===== src/rtl/lsu_store_buffer_if.sv =====
// Memory-controller side of the LSU: registered request bus out, busy/done/read data back.
interface lsu_store_buffer_if #(
  parameter int XLEN = 32
);
  logic            mem_busy_i;
  logic            mem_done_i;
  logic [XLEN-1:0] mem_rdata_i;
  logic            mem_req_o;
  logic            mem_wr_o;
  logic [XLEN-1:0] mem_addr_o;
  logic [2:0]      mem_len_o;
  logic [XLEN-1:0] mem_wdata_o;

  modport master (
    input  mem_busy_i, mem_done_i, mem_rdata_i,
    output mem_req_o, mem_wr_o, mem_addr_o, mem_len_o, mem_wdata_o
  );

  modport slave (
    output mem_busy_i, mem_done_i, mem_rdata_i,
    input  mem_req_o, mem_wr_o, mem_addr_o, mem_len_o, mem_wdata_o
  );
endinterface


===== src/rtl/lsu_store_buffer.sv =====
// Memory-stage LSU with a posted-write FIFO; loads bypass queued stores unless they hit the same word.
// Request is registered one cycle after the issue decision; stall_o holds loads until done, stores when full, FENCE until drained.
module lsu_store_buffer #(
  parameter int XLEN  = 32,
  parameter int DEPTH = 4,
  parameter int REG_W = 5
) (
  input  logic             clk,
  input  logic             rst,
  input  logic [3:0]       op_i,
  input  logic [REG_W-1:0] wd_i,
  input  logic             wreg_i,
  input  logic [XLEN-1:0]  wdata_i,
  input  logic [XLEN-1:0]  addr_i,
  output logic [REG_W-1:0] wd_o,
  output logic             wreg_o,
  output logic [XLEN-1:0]  wdata_o,
  output logic             stall_o,
  output logic             sb_empty_o,
  lsu_store_buffer_if.master mem
);
  localparam int PTR_W = $clog2(DEPTH);
  localparam int CNT_W = PTR_W + 1;

  typedef enum logic [1:0] {IDLE, LOAD, DRAIN} state_t;
  state_t state, state_nxt;

  logic [XLEN-1:0]  buf_addr [DEPTH];
  logic [XLEN-1:0]  buf_data [DEPTH];
  logic [2:0]       buf_len  [DEPTH];
  logic [PTR_W-1:0] age      [DEPTH];
  logic [PTR_W-1:0] rd_ptr, wr_ptr;
  logic [CNT_W-1:0] count;

  logic            is_load, is_store, is_fence;
  logic [2:0]      op_len;
  logic [XLEN-1:0] st_data, ld_data;
  logic            conflict, push, pop, issue_load, issue_drain;
  logic [XLEN-1:0] head_addr, head_data;
  logic [2:0]      head_len;

  always_comb begin
    is_load  = (op_i >= 4'd1) && (op_i <= 4'd5);
    is_store = (op_i >= 4'd6) && (op_i <= 4'd8);
    is_fence = (op_i == 4'd9);
    case (op_i)
      4'd1, 4'd2, 4'd6: op_len = 3'd1;
      4'd3, 4'd4, 4'd7: op_len = 3'd2;
      default:          op_len = 3'd4;
    endcase
    case (op_len)
      3'd1:    st_data = {{(XLEN-8){1'b0}}, wdata_i[7:0]};
      3'd2:    st_data = {{(XLEN-16){1'b0}}, wdata_i[15:0]};
      default: st_data = wdata_i;
    endcase
    case (op_i)
      4'd1:    ld_data = {{(XLEN-8){mem.mem_rdata_i[7]}}, mem.mem_rdata_i[7:0]};
      4'd2:    ld_data = {{(XLEN-8){1'b0}}, mem.mem_rdata_i[7:0]};
      4'd3:    ld_data = {{(XLEN-16){mem.mem_rdata_i[15]}}, mem.mem_rdata_i[15:0]};
      4'd4:    ld_data = {{(XLEN-16){1'b0}}, mem.mem_rdata_i[15:0]};
      default: ld_data = mem.mem_rdata_i;
    endcase
  end

  // An entry is live when its distance from the head is below count.
  always_comb begin
    conflict = 1'b0;
    for (int i = 0; i < DEPTH; i++) begin
      age[i] = PTR_W'(i) - rd_ptr;
      if (({1'b0, age[i]} < count) && (buf_addr[i][XLEN-1:2] == addr_i[XLEN-1:2]))
        conflict = 1'b1;
    end
    conflict = conflict & is_load;
  end

  // With an empty buffer the incoming store is the head, so it can be issued in the same cycle it is enqueued.
  always_comb begin
    if (count == '0) begin
      head_addr = addr_i;
      head_data = st_data;
      head_len  = op_len;
    end else begin
      head_addr = buf_addr[rd_ptr];
      head_data = buf_data[rd_ptr];
      head_len  = buf_len[rd_ptr];
    end
  end

  always_ff @(posedge clk) begin
    if (rst) state <= IDLE;
    else     state <= state_nxt;
  end

  always_comb begin
    state_nxt   = state;
    issue_load  = 1'b0;
    issue_drain = 1'b0;
    stall_o     = 1'b0;
    pop         = (state == DRAIN) && mem.mem_done_i;
    if (is_load)
      stall_o = !((state == LOAD) && mem.mem_done_i);
    else if (is_store)
      stall_o = (count == CNT_W'(DEPTH)) && !pop;
    else if (is_fence)
      stall_o = (count != '0) || (state == DRAIN);
    push = is_store && !stall_o;
    case (state)
      IDLE: begin
        if (!mem.mem_busy_i) begin
          if (is_load && !conflict) begin
            issue_load = 1'b1;
            state_nxt  = LOAD;
          end else if ((count != '0) || push) begin
            issue_drain = 1'b1;
            state_nxt   = DRAIN;
          end
        end
      end
      LOAD:    if (mem.mem_done_i) state_nxt = IDLE;
      DRAIN:   if (mem.mem_done_i) state_nxt = IDLE;
      default: state_nxt = IDLE;
    endcase
  end

  always_comb begin
    wd_o    = wd_i;
    wreg_o  = wreg_i;
    wdata_o = wdata_i;
    if (is_store || is_fence) begin
      wreg_o  = 1'b0;
      wdata_o = '0;
    end else if (is_load) begin
      wdata_o = ((state == LOAD) && mem.mem_done_i) ? ld_data : '0;
    end
  end

  assign sb_empty_o = (count == '0);

  always_ff @(posedge clk) begin
    if (rst) begin
      count           <= '0;
      rd_ptr          <= '0;
      wr_ptr          <= '0;
      mem.mem_req_o   <= 1'b0;
      mem.mem_wr_o    <= 1'b0;
      mem.mem_addr_o  <= '0;
      mem.mem_len_o   <= '0;
      mem.mem_wdata_o <= '0;
    end else begin
      mem.mem_req_o <= issue_load | issue_drain;
      if (issue_load) begin
        mem.mem_wr_o    <= 1'b0;
        mem.mem_addr_o  <= addr_i;
        mem.mem_len_o   <= op_len;
        mem.mem_wdata_o <= '0;
      end else if (issue_drain) begin
        mem.mem_wr_o    <= 1'b1;
        mem.mem_addr_o  <= head_addr;
        mem.mem_len_o   <= head_len;
        mem.mem_wdata_o <= head_data;
      end
      if (push) wr_ptr <= wr_ptr + 1'b1;
      if (pop)  rd_ptr <= rd_ptr + 1'b1;
      case ({push, pop})
        2'b10:   count <= count + 1'b1;
        2'b01:   count <= count - 1'b1;
        default: count <= count;
      endcase
    end
  end

  always_ff @(posedge clk) begin
    if (push) begin
      buf_addr[wr_ptr] <= addr_i;
      buf_data[wr_ptr] <= st_data;
      buf_len[wr_ptr]  <= op_len;
    end
  end
endmodule


===== src/flat_wrapper.sv =====
// flat-port wrapper written by rule: the top's interface ports become plain ports
module lsu_store_buffer_flat 
#(
  parameter int XLEN  = 32,
  parameter int DEPTH = 4,
  parameter int REG_W = 5
)
  (clk, rst, op_i, wd_i, wreg_i, wdata_i, addr_i, wd_o, wreg_o, wdata_o, stall_o, sb_empty_o, mem_mem_busy_i, mem_mem_done_i, mem_mem_rdata_i, mem_mem_req_o, mem_mem_wr_o, mem_mem_addr_o, mem_mem_len_o, mem_mem_wdata_o);
  lsu_store_buffer_if #(.XLEN(XLEN)) mem_i ();
  input  logic clk;
  input  logic rst;
  input  logic [3:0] op_i;
  input  logic [REG_W-1:0] wd_i;
  input  logic wreg_i;
  input  logic [XLEN-1:0] wdata_i;
  input  logic [XLEN-1:0] addr_i;
  output logic [REG_W-1:0] wd_o;
  output logic wreg_o;
  output logic [XLEN-1:0] wdata_o;
  output logic stall_o;
  output logic sb_empty_o;
  input wire logic [$bits(mem_i.mem_busy_i)-1:0] mem_mem_busy_i;
  input wire logic [$bits(mem_i.mem_done_i)-1:0] mem_mem_done_i;
  input wire logic [$bits(mem_i.mem_rdata_i)-1:0] mem_mem_rdata_i;
  output wire logic [$bits(mem_i.mem_req_o)-1:0] mem_mem_req_o;
  output wire logic [$bits(mem_i.mem_wr_o)-1:0] mem_mem_wr_o;
  output wire logic [$bits(mem_i.mem_addr_o)-1:0] mem_mem_addr_o;
  output wire logic [$bits(mem_i.mem_len_o)-1:0] mem_mem_len_o;
  output wire logic [$bits(mem_i.mem_wdata_o)-1:0] mem_mem_wdata_o;
  assign mem_i.mem_busy_i = mem_mem_busy_i;
  assign mem_i.mem_done_i = mem_mem_done_i;
  assign mem_i.mem_rdata_i = mem_mem_rdata_i;
  assign mem_mem_req_o = mem_i.mem_req_o;
  assign mem_mem_wr_o = mem_i.mem_wr_o;
  assign mem_mem_addr_o = mem_i.mem_addr_o;
  assign mem_mem_len_o = mem_i.mem_len_o;
  assign mem_mem_wdata_o = mem_i.mem_wdata_o;
  lsu_store_buffer #(.XLEN(XLEN), .DEPTH(DEPTH), .REG_W(REG_W)) u_core (.clk(clk), .rst(rst), .op_i(op_i), .wd_i(wd_i), .wreg_i(wreg_i), .wdata_i(wdata_i), .addr_i(addr_i), .wd_o(wd_o), .wreg_o(wreg_o), .wdata_o(wdata_o), .stall_o(stall_o), .sb_empty_o(sb_empty_o), .mem(mem_i));
endmodule

===== config.mk =====
export PLATFORM = sky130hd
export DESIGN_NAME = lsu_store_buffer_flat
export DESIGN_NICKNAME = d
export VERILOG_FILES = /design/src/rtl/lsu_store_buffer_if.sv /design/src/rtl/lsu_store_buffer.sv /design/src/flat_wrapper.sv
export SDC_FILE = /design/constraint.sdc
export NUM_CORES = 1
export LEC_CHECK = 0
export CAP_MARGIN = 0
export CORE_UTILIZATION = 55
export DETAILED_ROUTE_END_ITERATION = 8
export PLACE_DENSITY = 0.88
export SYNTH_ARGS = -nofsm -noshare
export SYNTH_HDL_FRONTEND = slang
export SYNTH_SLANG_ARGS = --single-unit

===== constraint.sdc =====
create_clock -name clk -period 4.3 [get_ports clk]
set_clock_uncertainty 0.05 [all_clocks]
set_input_delay 0.645 -clock clk [delete_from_list [all_inputs] [get_ports clk]]
set_output_delay 0.645 -clock clk [all_outputs]
set_load 0.01 [all_outputs]

==> out/metrics.cfg <==
[logic_synthesis]
synth-seq-cells = 348
synth_mux_area_share_pct = 11.2
yosysTopAreaCellShare_pct = 51.0
synth-compound-area-share_pct = 8.49
seq_area_frac_synth_pct = 61.1
synthSimpleGateAreaFrac_pct = 7.78
synth_fa_ha_area_share_pct = 1.24
synthCells = 1105
synth_top_family_by_area = multiplexers
synth-xor-area-share_pct = 7.10
synth_fp_nets = 1230
post-synth-top-area-cell = edfxtp_1
synth_warnings = 0
synthesis.area_mm2 = 0.0158
synth.distinct_cells = 55
avgSynthCellArea_um2 = 14.3
synth.area.top_cells = edfxtp_1, dfxtp_1, mux4_2

[sta]
fin_tns_setup_ns = 0
fmax_mhz = 246
final_max_slew_viol_count = 0
fin_crit_sh_pct = 94.7
slew_headroom_pct = 19.3
period_needed_ns = 4.07
worstMarginPinSlew_ns = 1.21
setup_viol = 0
hold_viol = 0
grt_setup_unrepaired = no

[floorplanning]
core_mm2 = 0.0280
num_rows = 61
die_h_um = 171
io_pins = 219
start_util_pct = 56.4
die_x_um = 171
die_area_mm2 = 0.0294

[grt]
grt_use_met1_pct = 36.2
busiest_layer = met2
overflow = 0
grt_usage_pct = 27.7
grt_first_pass_wirelength_um = 61200
grtUsageMet3_pct = 4.99
grt_pass1_vias = 10750
use_met2_pct = 46.7
grt_max_degree = 50
antenna_found_initial = 3

[pwr]
ir_drop_uv = 281
p_clk_share_pct = 38.6
seq_power_share_pct = 47.0
switching_share_pct = 23.8
intPower_w = 0.00622
switchingPower_w = 0.00195
total_power_w = 0.00817
power_leakage_nw = 6.46
p_per_area_mw_per_mm2 = 417
comb_power_share_pct = 14.4

[routing]
via_count = 10532
drtIter0Drc = 1170
antenna_left = 0
wl_um = 40100
avgRoutedWirePerCell_um = 23.5
drc = 0
dr.pass1.iters = 7
vias_per_cell = 6.18

[clock_network]
ctsResizeCount = 0
cts_buffer_depth = 3
clkSinkCount = 348
cts_setup_buffers = 0
ctsHtreeMaxLevel = 2
postCtsHoldBufs = 0
tritoncts = built
numCtsBuffers = 36
clockRootBuffer = clkbuf_16
path_clk_slew_ns = 0.06
clkLatencyLatePin_ns = 0.51

[placement]
hpwl_um = 26000
numPortBuffers = 208
gp_congestion = 0.868

[critical_path]
critPathArrivalTime_ns = 3.38
crit_path_start = op_i[1]
cp-start-kind = primary input
worstReg2RegEnd = u_core.mem.mem_wdata_o[10]$_SDFFE_PP0P_
ff2ff_setup_slack_ns = 0.75
worstSetupPathType = primary input to output pin
worstPathMaxFanout = 33
crit_path_end = wdata_o[26]
end_kind = output pin
worstPathRequired_ns = 3.61
reg2reg_from = u_core.count[1]$_SDFFE_PP0P_
r2r_cells = 10

[finish]
multiInputGateArea_mm2 = 0.00567
layout.nets = 1424
seq_area_mm2 = 0.00965
most-common-layout-cells = edfxtp_1, clkdlybuf4s50_1, xnor2_1, dfxtp_1, nor2_1
final_common_cell = edfxtp_1
fillers = 1788
layout-drive-gt1-share_pct = 15.0
area_delta_synth_final_pct = 23.9

[status]
outcome = complete, no violations

[min_path]
hp-class = flip-flop to flip-flop

[flow_run]
cap_violations = 0

## cell type report
cell class / instances / share of cell area [%]
antenna: 2 / 0.0256
clock buffer: 52 / 5.43
clock inverter: 12 / 0.697
inverter: 21 / 0.403
multi-input combinational: 645 / 29.0
sequential: 348 / 49.3
tap: 378 / 2.42
timing repair buffer: 247 / 12.7
## cell families after synthesis
family,after synthesis
compound gates,164
flops,348
mux,93
simple gates,245
xor+xnor,128
fa+ha+maj,15
buf+inv,112
## layer usage
layer,wire [um],vias up
li1,-,4584
met1,15400,5269
met2,20200,593
met3,3330,84
met4,1190,2
met5,13,-
## cells in the mapped netlist, drive strengths merged
| cell type | n |
|---|---|
| o311ai | 1 |
| a211oi | 3 |
| a31o | 1 |
| buf | 33 |
| xnor2 | 82 |
| a221o | 33 |
| fa | 1 |
| o2111ai | 1 |
| a2111oi | 25 |
| or3 | 2 |
| ha | 14 |
| o21ai | 23 |
| mux2i | 26 |
| a31oi | 1 |
| nand4 | 22 |
| o31ai | 1 |
| nor4 | 12 |
| nor2 | 74 |
| xor2 | 46 |
| and3 | 1 |
| a21oi | 49 |
| o22ai | 2 |
| mux4 | 67 |
| nor3b | 3 |
| nor3 | 5 |
| o211a | 9 |
| o21a | 2 |
| inv | 20 |
| nand3 | 11 |
| a22oi | 9 |
| a32oi | 1 |
| and3b | 1 |
| nand2 | 46 |
| clkbuf | 58 |
| nor2b | 42 |
| clkinv | 1 |
| o211ai | 1 |
| nor4b | 1 |
| edfxtp | 268 |
| o21bai | 1 |
| and2 | 23 |
| dfxtp | 80 |
| a21o | 1 |
| nand2b | 2 |
## flip-flops by register name (all words and copies together), names as in the netlist, named ones only
signal,flops
u_core.mem.mem_addr_o,32
u_core.buf_len,12
u_core.mem.mem_len_o,3
u_core.mem.mem_req_o,1
u_core.mem.mem_wdata_o,32
u_core.buf_data,128
u_core.wr_ptr,2
u_core.buf_addr,128
u_core.mem.mem_wr_o,1
u_core.rd_ptr,2
u_core.count,3
u_core.state,2
## worst min-delay path by stage
| stage | startpoint | cells after the start | endpoint | slack, ns |
|---|---|---|---|---|
| 3_3_place_gp | u_core.mem.mem_wr_o$_SDFFE_PP0P_ | 1 | u_core.mem.mem_wr_o$_SDFFE_PP0P_ | 0.41 |
| 2_1_floorplan | u_core.state[0]$_SDFFE_PP0P_ | 2 | u_core.state[0]$_SDFFE_PP0P_ | 0.43 |
| 4_1_cts | u_core.mem.mem_wr_o$_SDFFE_PP0P_ | 1 | u_core.mem.mem_wr_o$_SDFFE_PP0P_ | 0.43 |
| 5_1_grt | u_core.mem.mem_addr_o[21]$_SDFFE_PP0P_ | 1 | u_core.mem.mem_addr_o[21]$_SDFFE_PP0P_ | 0.45 |
| 6_report | u_core.mem.mem_addr_o[13]$_SDFFE_PP0P_ | 1 | u_core.mem.mem_addr_o[13]$_SDFFE_PP0P_ | 0.43 |
| 3_5_place_dp | u_core.mem.mem_wr_o$_SDFFE_PP0P_ | 1 | u_core.mem.mem_wr_o$_SDFFE_PP0P_ | 0.41 |
## through the flow
| step | area (um^2) | util (%) | setup slack (ns) | std cells | hold WS, ns |
|---|---|---|---|---|---|
| 3_3_place_gp | 18400 | 65.6 | 0.182 | 1639 | 0.408 |
| 6_report | 19600 | 69.9 | 0.227 | 1705 | 0.431 |
| 3_5_place_dp | 18400 | 65.6 | 0.114 | 1639 | 0.408 |
| 4_1_cts | 19600 | 69.9 | 0.261 | 1703 | 0.434 |
| 2_1_floorplan | 15800 | - | 0.548 | 1105 | 0.432 |
| 5_1_grt | 19600 | 69.9 | 0.0942 | 1705 | 0.448 |
## power by group through the flow
stage	sequential, W	combinational, W	clock (W)
finish	0.00384	0.00118	0.00315
floorplan	0.00391	0.000656	0
global placement	0.00390	0.00113	0
global route	0.00385	0.00126	0.00331
CTS	0.00384	0.00118	0.00317
detailed placement	0.00391	0.00116	0
## critical path, stage by stage
cell and delay [ns]:
clkdlybuf4s50_1 0.79, and3b_1 0.30, a21o_1 0.92, a21oi_1 0.16
clkdlybuf4s50_1 0.55
Power figures use the tool's default switching activity.
